--- config.mk ---
export PLATFORM = sky130hd
export DESIGN_NAME = pipeline_hazard_ctrl
export DESIGN_NICKNAME = d
export VERILOG_FILES = /design/src/rtl/hazard_pkg.sv /design/src/rtl/hazard_fwd_sel.sv /design/src/rtl/pipeline_hazard_ctrl.sv
export SDC_FILE = /design/constraint.sdc
export NUM_CORES = 1
export LEC_CHECK = 0
export CORE_ASPECT_RATIO = 2
export CORE_MARGIN = 1.5
export CORE_UTILIZATION = 40
export DETAILED_ROUTE_END_ITERATION = 8
export DONT_BUFFER_PORTS = 1
export PLACE_DENSITY = 0.59
export SETUP_SLACK_MARGIN = 0.02
export SYNTH_ARGS = -nofsm -noshare
export SYNTH_HDL_FRONTEND = slang
export SYNTH_HIERARCHICAL = 1
export SYNTH_SLANG_ARGS = --single-unit
--- constraint.sdc ---
create_clock -name clk -period 6.5 [get_ports clk]
set_input_delay 1.3 -clock clk [delete_from_list [all_inputs] [get_ports clk]]
set_output_delay 1.3 -clock clk [all_outputs]
set_load 0.01 [all_outputs]
--- src/rtl/hazard_pkg.sv ---
// Shared types and helpers for the pipeline hazard controller.
package hazard_pkg;

    localparam int unsigned REG_AW = 5;

    typedef enum logic [1:0] {
        FWD_RF  = 2'b00,
        FWD_MEM = 2'b01,
        FWD_WB  = 2'b10
    } fwd_sel_t;

    typedef enum logic [1:0] {
        RUN  = 2'b00,
        WAIT = 2'b01,
        ERR  = 2'b10
    } state_t;

    typedef struct packed {
        logic              valid;
        logic [REG_AW-1:0] rd;
        logic              regwen;
        logic              is_load;
        logic              is_mem;
    } stage_t;

    // x0 is hardwired, so it is never a real producer.
    function automatic logic produces(stage_t s, logic [REG_AW-1:0] r);
        return s.valid && s.regwen && (s.rd == r) && (r != '0);
    endfunction

endpackage

--- src/rtl/hazard_fwd_sel.sv ---
// Forwarding select for one EX operand; MEM beats WB and a load in MEM never forwards.
module hazard_fwd_sel
    import hazard_pkg::*;
(
    input  logic [REG_AW-1:0] rs,
    input  stage_t            mem,
    input  stage_t            wb,
    output fwd_sel_t          sel
);

    logic unused_bits;
    assign unused_bits = ^{mem.is_mem, wb.is_load, wb.is_mem};

    always_comb begin
        sel = FWD_RF;
        if (produces(mem, rs) && !mem.is_load) begin
            sel = FWD_MEM;
        end else if (produces(wb, rs)) begin
            sel = FWD_WB;
        end
    end

endmodule

--- src/rtl/pipeline_hazard_ctrl.sv ---
// Stall/flush/forwarding controller for the 5-stage pipeline with a data-memory watchdog.
// Define FORWARDING_EN for EX operand bypass; otherwise dependent instructions interlock.
module pipeline_hazard_ctrl
    import hazard_pkg::*;
#(
    parameter int unsigned MEM_WAIT_MAX = 15
) (
    input  logic              clk,
    input  logic              rst_n,
    input  logic              id_valid,
    input  logic [REG_AW-1:0] id_rs1,
    input  logic [REG_AW-1:0] id_rs2,
    input  logic              id_use_rs1,
    input  logic              id_use_rs2,
    input  logic [REG_AW-1:0] id_rd,
    input  logic              id_regwen,
    input  logic              id_is_load,
    input  logic              id_is_store,
    input  logic              ex_redirect,
    input  logic              dmem_ready,
    output logic              pc_stall,
    output logic              if_id_stall,
    output logic              if_id_flush,
    output logic              id_ex_flush,
    output logic [1:0]        fwd_a_sel,
    output logic [1:0]        fwd_b_sel,
    output logic              mem_err,
    output logic [31:0]       stall_cycles
);

    localparam int unsigned     CntW     = $clog2(MEM_WAIT_MAX + 1);
    localparam logic [CntW-1:0] WaitLast = CntW'(MEM_WAIT_MAX - 1);

    stage_t            id_stage, ex_q, mem_q, wb_q;
    logic [REG_AW-1:0] ex_rs1_q, ex_rs2_q;
    state_t            state_q, state_d;
    logic [CntW-1:0]   wait_cnt_q, wait_cnt_d;
    logic [31:0]       stall_cnt_q;
    logic              mem_wait, frozen, ex_hit, mem_hit, hazard;
    fwd_sel_t          sel_a, sel_b;

    assign id_stage = '{valid: id_valid, rd: id_rd, regwen: id_regwen, is_load: id_is_load,
                        is_mem: id_is_load | id_is_store};

    assign mem_wait = mem_q.valid && mem_q.is_mem && !dmem_ready;
    assign frozen   = mem_wait || (state_q == ERR);

    assign ex_hit  = (id_use_rs1 && produces(ex_q, id_rs1)) ||
                     (id_use_rs2 && produces(ex_q, id_rs2));
    assign mem_hit = (id_use_rs1 && produces(mem_q, id_rs1)) ||
                     (id_use_rs2 && produces(mem_q, id_rs2));

    hazard_fwd_sel u_fwd_a (.rs(ex_rs1_q), .mem(mem_q), .wb(wb_q), .sel(sel_a));
    hazard_fwd_sel u_fwd_b (.rs(ex_rs2_q), .mem(mem_q), .wb(wb_q), .sel(sel_b));

`ifdef FORWARDING_EN
    logic unused_hit;
    assign unused_hit = mem_hit;
    assign hazard     = id_valid && ex_q.is_load && ex_hit;
    assign fwd_a_sel  = sel_a;
    assign fwd_b_sel  = sel_b;
`else
    // WB needs no interlock: the register file bypasses its write data to same-cycle reads.
    logic unused_sel;
    assign unused_sel = ^{sel_a, sel_b};
    assign hazard     = id_valid && (ex_hit || mem_hit);
    assign fwd_a_sel  = FWD_RF;
    assign fwd_b_sel  = FWD_RF;
`endif

    always_comb begin
        state_d    = state_q;
        wait_cnt_d = wait_cnt_q;
        unique case (state_q)
            RUN, WAIT: begin
                if (!mem_wait) begin
                    state_d    = RUN;
                    wait_cnt_d = '0;
                end else if (wait_cnt_q == WaitLast) begin
                    state_d = ERR;
                end else begin
                    state_d    = WAIT;
                    wait_cnt_d = wait_cnt_q + 1'b1;
                end
            end
            ERR:     state_d = ERR;
            default: state_d = RUN;
        endcase
    end

    // Freeze dominates; a redirect outranks a load-use stall.
    always_comb begin
        pc_stall    = 1'b0;
        if_id_stall = 1'b0;
        if_id_flush = 1'b0;
        id_ex_flush = 1'b0;
        if (frozen) begin
            pc_stall    = 1'b1;
            if_id_stall = 1'b1;
        end else if (ex_redirect) begin
            if_id_flush = 1'b1;
            id_ex_flush = 1'b1;
        end else if (hazard) begin
            pc_stall    = 1'b1;
            if_id_stall = 1'b1;
            id_ex_flush = 1'b1;
        end
    end

    always_ff @(posedge clk) begin
        if (!rst_n) begin
            ex_q        <= '0;
            mem_q       <= '0;
            wb_q        <= '0;
            ex_rs1_q    <= '0;
            ex_rs2_q    <= '0;
            state_q     <= RUN;
            wait_cnt_q  <= '0;
            stall_cnt_q <= '0;
        end else begin
            state_q    <= state_d;
            wait_cnt_q <= wait_cnt_d;
            if (pc_stall && (stall_cnt_q != '1)) begin
                stall_cnt_q <= stall_cnt_q + 32'd1;
            end
            if (!frozen) begin
                wb_q  <= mem_q;
                mem_q <= ex_q;
                if (id_ex_flush) begin
                    ex_q     <= '0;
                    ex_rs1_q <= '0;
                    ex_rs2_q <= '0;
                end else begin
                    ex_q     <= id_stage;
                    ex_rs1_q <= id_rs1;
                    ex_rs2_q <= id_rs2;
                end
            end
        end
    end

    assign mem_err      = (state_q == ERR);
    assign stall_cycles = stall_cnt_q;

endmodule
* Yosys cells after proc, flatten, opt, wreduce, memory -nomap -nowiden *
Cells that the tools add are included.

storage, ports and cells
  input bits = 25
  flip-flop bits (word level) = 54
  output and inout port bits = 41
  logic and storage cells = 64

operators by class
  mux-type cells = 13
  equality and inequality tests = 9
  reduce and logical (&&, ||, !) cells = 28
  $add $sub $neg = 2
  bitwise logic cells = 1

operators by type and width
  kind                                                  number
  adder 32 x 1 -> 32 bit (second input constant)        1
  inequality test 32 bit (second input constant)        1
  equality test 5 bit                                   4
  logical AND 1 bit                                     18
  nonzero test 5 bit                                    2
  two-way mux 9 bit                                     1
  two-way mux 4 bit                                     2
  two-way mux 1 bit                                     7
  adder 4 x 1 -> 4 bit (second input constant)          1
  equality test 4 bit (second input constant)           1
  logical OR 1 bit                                      4
  two-way mux 2 bit                                     2
  case mux 2 bit (2 select lines)                       1
  equality test 2 x 1 -> 1 bit (second input constant)  1
  equality test 2 bit (second input constant)           1
  logical NOT 2 bit                                     1
  inequality test 2 bit (second input constant)         1
  AND reduction 2 bit                                   1
  OR reduction 2 bit                                    1
  logical NOT 1 bit                                     1
  OR 1 bit                                              1

* Logic depth before layout (Yosys ltp) *
  depth after elaboration = 11
  mapped depth = 9
  mapped depth without buffers = 8

* Least setup slack after synthesis *
Ideal clock, no wire load.

  path kind = input -> output
  from = in id_rs2[1]
  to = out pc_stall
  data required time = 5200 ps
  stages on the path = 8
  slack = 2355 ps
  path buffers = 3
  data arrival time = 2845 ps
  path through = or4_1 o21ai_1 o22ai_2 a21oi_4 buf_6 buf_2 inv_1 buf_4

between the ends
  longest elaborated chain between the ends = 10
  elaborated cells on any way between the ends = 16
  classes of those cells = eq/ne: 2; mux: 3; reduce/logical: 11

RTL lines
  what                                  RTL line                                                RTL
  start, declared                       pipeline_hazard_ctrl.sv:12                              input logic [REG_AW-1:0] id_rs2,
  equality test 5 bit                   hazard_pkg.sv:28                                        return s.valid && s.regwen && (s.rd == r) && (r != '0);
  logical AND 1 bit (2 in a row)        hazard_pkg.sv:28
  logical AND 1 bit (on tied branches)  pipeline_hazard_ctrl.sv:49, pipeline_hazard_ctrl.sv:51
  logical OR 1 bit (on tied branches)   pipeline_hazard_ctrl.sv:48, pipeline_hazard_ctrl.sv:50
  logical OR 1 bit *                    pipeline_hazard_ctrl.sv:66                              assign hazard = id_valid && (ex_hit || mem_hit);
  logical AND 1 bit *                   pipeline_hazard_ctrl.sv:66
  two-way mux 1 bit * (3 in a row)      --
  end, declared                         pipeline_hazard_ctrl.sv:21                              output logic pc_stall,

Mark *: on every way between the ends. The rest lies on a longest branch, timed or not.

* Final worst setup path *
  from = in id_rs2[1]
  to = out if_id_stall

between the ends
  longest elaborated chain between the ends = 10
  elaborated cells on any way between the ends = 16
  classes of those cells = eq/ne: 2; mux: 3; reduce/logical: 11

RTL lines
  what                                  RTL line                                                RTL
  equality test 5 bit                   hazard_pkg.sv:28
  logical AND 1 bit (2 in a row)        hazard_pkg.sv:28
  logical AND 1 bit (on tied branches)  pipeline_hazard_ctrl.sv:49, pipeline_hazard_ctrl.sv:51
  logical OR 1 bit (on tied branches)   pipeline_hazard_ctrl.sv:48, pipeline_hazard_ctrl.sv:50
  logical OR 1 bit *                    pipeline_hazard_ctrl.sv:66
  logical AND 1 bit *                   pipeline_hazard_ctrl.sv:66
  two-way mux 1 bit *                   pipeline_hazard_ctrl.sv:103                             end else if (hazard) begin
  two-way mux 1 bit *                   pipeline_hazard_ctrl.sv:100                             end else if (ex_redirect) begin
  two-way mux 1 bit *                   pipeline_hazard_ctrl.sv:97                              if (frozen) begin
  end, declared                         pipeline_hazard_ctrl.sv:22                              output logic if_id_stall,

Marked as above.

==> impl_metrics.yaml <==
run_status:
  outcome: "finished, final reports clean"
logic_synthesis:
  synth_flop_cell: "dfxtp_1"
  synth_cell_types: 40
  synth_enable_flop_cells: 0
  synth_seq_cells: 54
  ys_seq_area_share_pct: 37.4
  yosys.area.top_type: "dfxtp_1"
  postSynth.asyncResetShare_pct: 0
  yosysWarnings: 6
  synthesis.area_sq_um: 2890
  synth_area_leaders: "dfxtp_1, a21oi_1, or4_1"
  synthTopCellsByCount: "dfxtp_1, a21oi_1, nand2_1, or4_1, nand3_1"
  synth_area_per_cell_sq_um: 8.21
  syn_inst: 352
  synth_top_area_share_pct: 37.4
  synth.most_common_cell: "dfxtp_1"
sta:
  fin_crit_ps: 4300
  maxSlewHeadroom_pct: 46.6
  tightest_slew_ps: 794
  clock.fmax_mhz: 233
  period_share_pct: 66.1
  hold_viol: 0
  grt_setup_unrepaired: "false"
  setup_viol_count_final: 0
  finalSetupTns_ps: 0
  final_max_slew_viol_count: 0
  fin_ws_ps: 2200
  fin_skew_ps: 3.08
pwr:
  p_sw_w: 0.000130
  p_leak_nw: 1.01
  power_w: 0.000615
  powerDensity_nw_per_um2: 202
  internal_power_w: 0.000485
  p_seq_share_pct: 55.1
  clkPwrFrac_pct: 41.1
  ir_worst_vdd_uv: 105
  combPwrFrac_pct: 3.8
  switching_share_pct: 21.1
cts:
  cts_buffers: 5
  hold_buffers: 0
  cts_tree: "yes"
  clock_path_buffers: 2
  post_cts_buffers: 0
  cts_root_buf: "clkbuf_16"
  cts_max_level: 2
  cts-resized-gates: 0
  cts.sinks: 54
  clkTransAtPathRegs_ps: 60
  insertion_delay_ps: 290
layout:
  final_cell_area_sq_um: 3040
  layout-drive-gt1-share_pct: 4.41
  antenna_cells: 0
  final_nets: 368
  syn_to_final_growth_pct: 5.19
  multi_input_area_sq_um: 1660
  register_area_sq_um: 1080
  fillers: 699
setup_path:
  crit_path_start_kind: "primary input"
  worstRegToRegCells: 7
  max_stage_delay_ps: 520
  critical_path_arrival_ps: 3000
  r2r_end: "stall_cycles[30]"
  cp_data_required_time_ps: 5200
  endpoint_kind: "output port"
  path_cells: "or4_1 > o21ai_1 > o22ai_2 > a21oi_4 > buf_4 > inv_1"
  critPathMaxFanout: 63
  r2r_setup_slack_ps: 3640
  critPathKind: "in2out"
  r2r_start: "stall_cycles[0]"
  cpMaxStageDelayCell: "or4_1"
placement:
  gp_congestion: 0.756
  port-buffer-count: 0
  dp_hpwl_um: 5210
  dpl_cell_area_sq_um: 2910
  place_ws_ps: 2180
worst_hold_path:
  hold_depth: 2
  hold_end: "mem_q[2]"
  hold_class: "reg2reg"
  hold_path.startpoint: "mem_q[2]"
grt:
  gr-total-overflow: 0
  grt_pass1_vias: 2407
  grt_max_degree: 64
  grt_pass1_wl_um: 11800
  antenna_found_initial: 0
  grt.total_usage_pct: 19.3
detailed_routing:
  drtAntennaViolNets: 0
  wl_um: 7310
  wl_per_cell_um: 17.0
  drtIter0Drc: 115
  via_count: 2623
  drcViolationCount: 0
  dr.pass1.iters: 4
  vias_per_cell: 6.10
die:
  fp-row-count: 43
  fp.dieArea_sq_um: 7780
  ios: 66
  chipWidth_um: 63.1
  die_h_um: 123
  initial_core_util_pct: 41.7
  core_sq_um: 6940
run:
  max_cap_violations: 0
-- power groups by stage --
stage / Sequential, W / Clock, W / Combinational (W)
final: 0.000339 / 0.000253 / 0.0000236
after global routing: 0.000339 / 0.000273 / 0.0000265
after CTS: 0.000339 / 0.000263 / 0.0000237
after detailed placement: 0.000346 / 0 / 0.0000235
after global placement: 0.000346 / 0 / 0.0000232
after floorplan: 0.000345 / 0 / 0.0000225
-- kinds of logic after synthesis --
logic type	count (synthesis)	share of synthesized area, %
simple gates	148	28.3
compound gates	90	20.2
flops	54	37.4
buf+inv	34	5.93
xor+xnor	20	6.06
fa+ha+maj	3	1.30
mux	2	0.692
other cells	1	0.130
-- cell usage in the layout (no fill, tap or decap), types with 2 or more instances in the layout --
cell	Yosys	final
dfxtp_1	54	54
a21oi_1	40	40
nand2_1	30	30
or4_1	24	24
nand3_1	23	23
o31ai_1	22	22
xor2_1	20	20
nor2_1	19	19
nand4_1	12	12
inv_1	9	9
a22o_1	7	7
nand2b_1	6	6
o21ai_1	6	6
and3_1	6	6
nor4_1	5	5
nor3_1	5	5
clkbuf_16	0	5
and2_1	4	4
or3_1	4	4
conb_1	1	4
o311ai_1	3	3
o41ai_1	3	3
o21ai_0	3	3
ha_1	3	3
buf_4	5	3
a22oi_1	2	2
or2_2	2	2
and4_1	2	2
mux2i_1	2	2
clkbuf_1	10	2
-- flip-flops by register name, summed over array words and instances (netlist names) --
signal and cells:
stall_cycles 32, ex_q 8, mem_q 8, wait_cnt_q 4, state_q 2
-- how the worst max path moves through the flow --
stage / to / startpoint / slack [ps] / cells after the start
finish: if_id_stall / id_rs2[1] / 2200 / 6
global route: if_id_stall / id_rs2[1] / 2060 / 6
CTS: if_id_stall / id_rs2[1] / 2180 / 6
detailed placement: if_id_stall / id_rs2[1] / 2180 / 6
global placement: if_id_stall / id_rs2[1] / 2200 / 6
floorplan: pc_stall / id_rs2[1] / 2350 / 8
-- worst max-delay path: cells and delay by family --
kind | cells | cell delay (ps)
compound gates | 3 | 440
simple gates | 1 | 520
buf+inv | 2 | 730
-- layout make-up --
| cell class | count | share of cell area (%) |
|---|---|---|
| Inverter | 9 | 1.11 |
| Clock buffer | 7 | 4.36 |
| Timing Repair Buffer | 3 | 0.740 |
| Multi-Input combinational cell | 267 | 54.5 |
| Tap cell | 90 | 3.70 |
| Sequential cell | 54 | 35.5 |
-- layer usage --
metal | global-route usage (%) | up-vias | wire length, um
li1 | - | 1285 | -
met1 | 19.6 | 1251 | 2770
met2 | 35.7 | 73 | 3930
met3 | 5.46 | 14 | 432
met4 | 9.58 | 0 | 178
met5 | 0 | - | 0
-- through the flow --
stage | util (%) | cells | hold WS [ps]
CTS | 43.8 | 430 | 460
global placement | 41.9 | 423 | 445
detailed placement | 41.9 | 423 | 451
finish | 43.8 | 430 | 460
floorplan | - | 355 | 437
global route | 43.8 | 430 | 482
No activity file was read; power rests on OpenSTA's default activity.
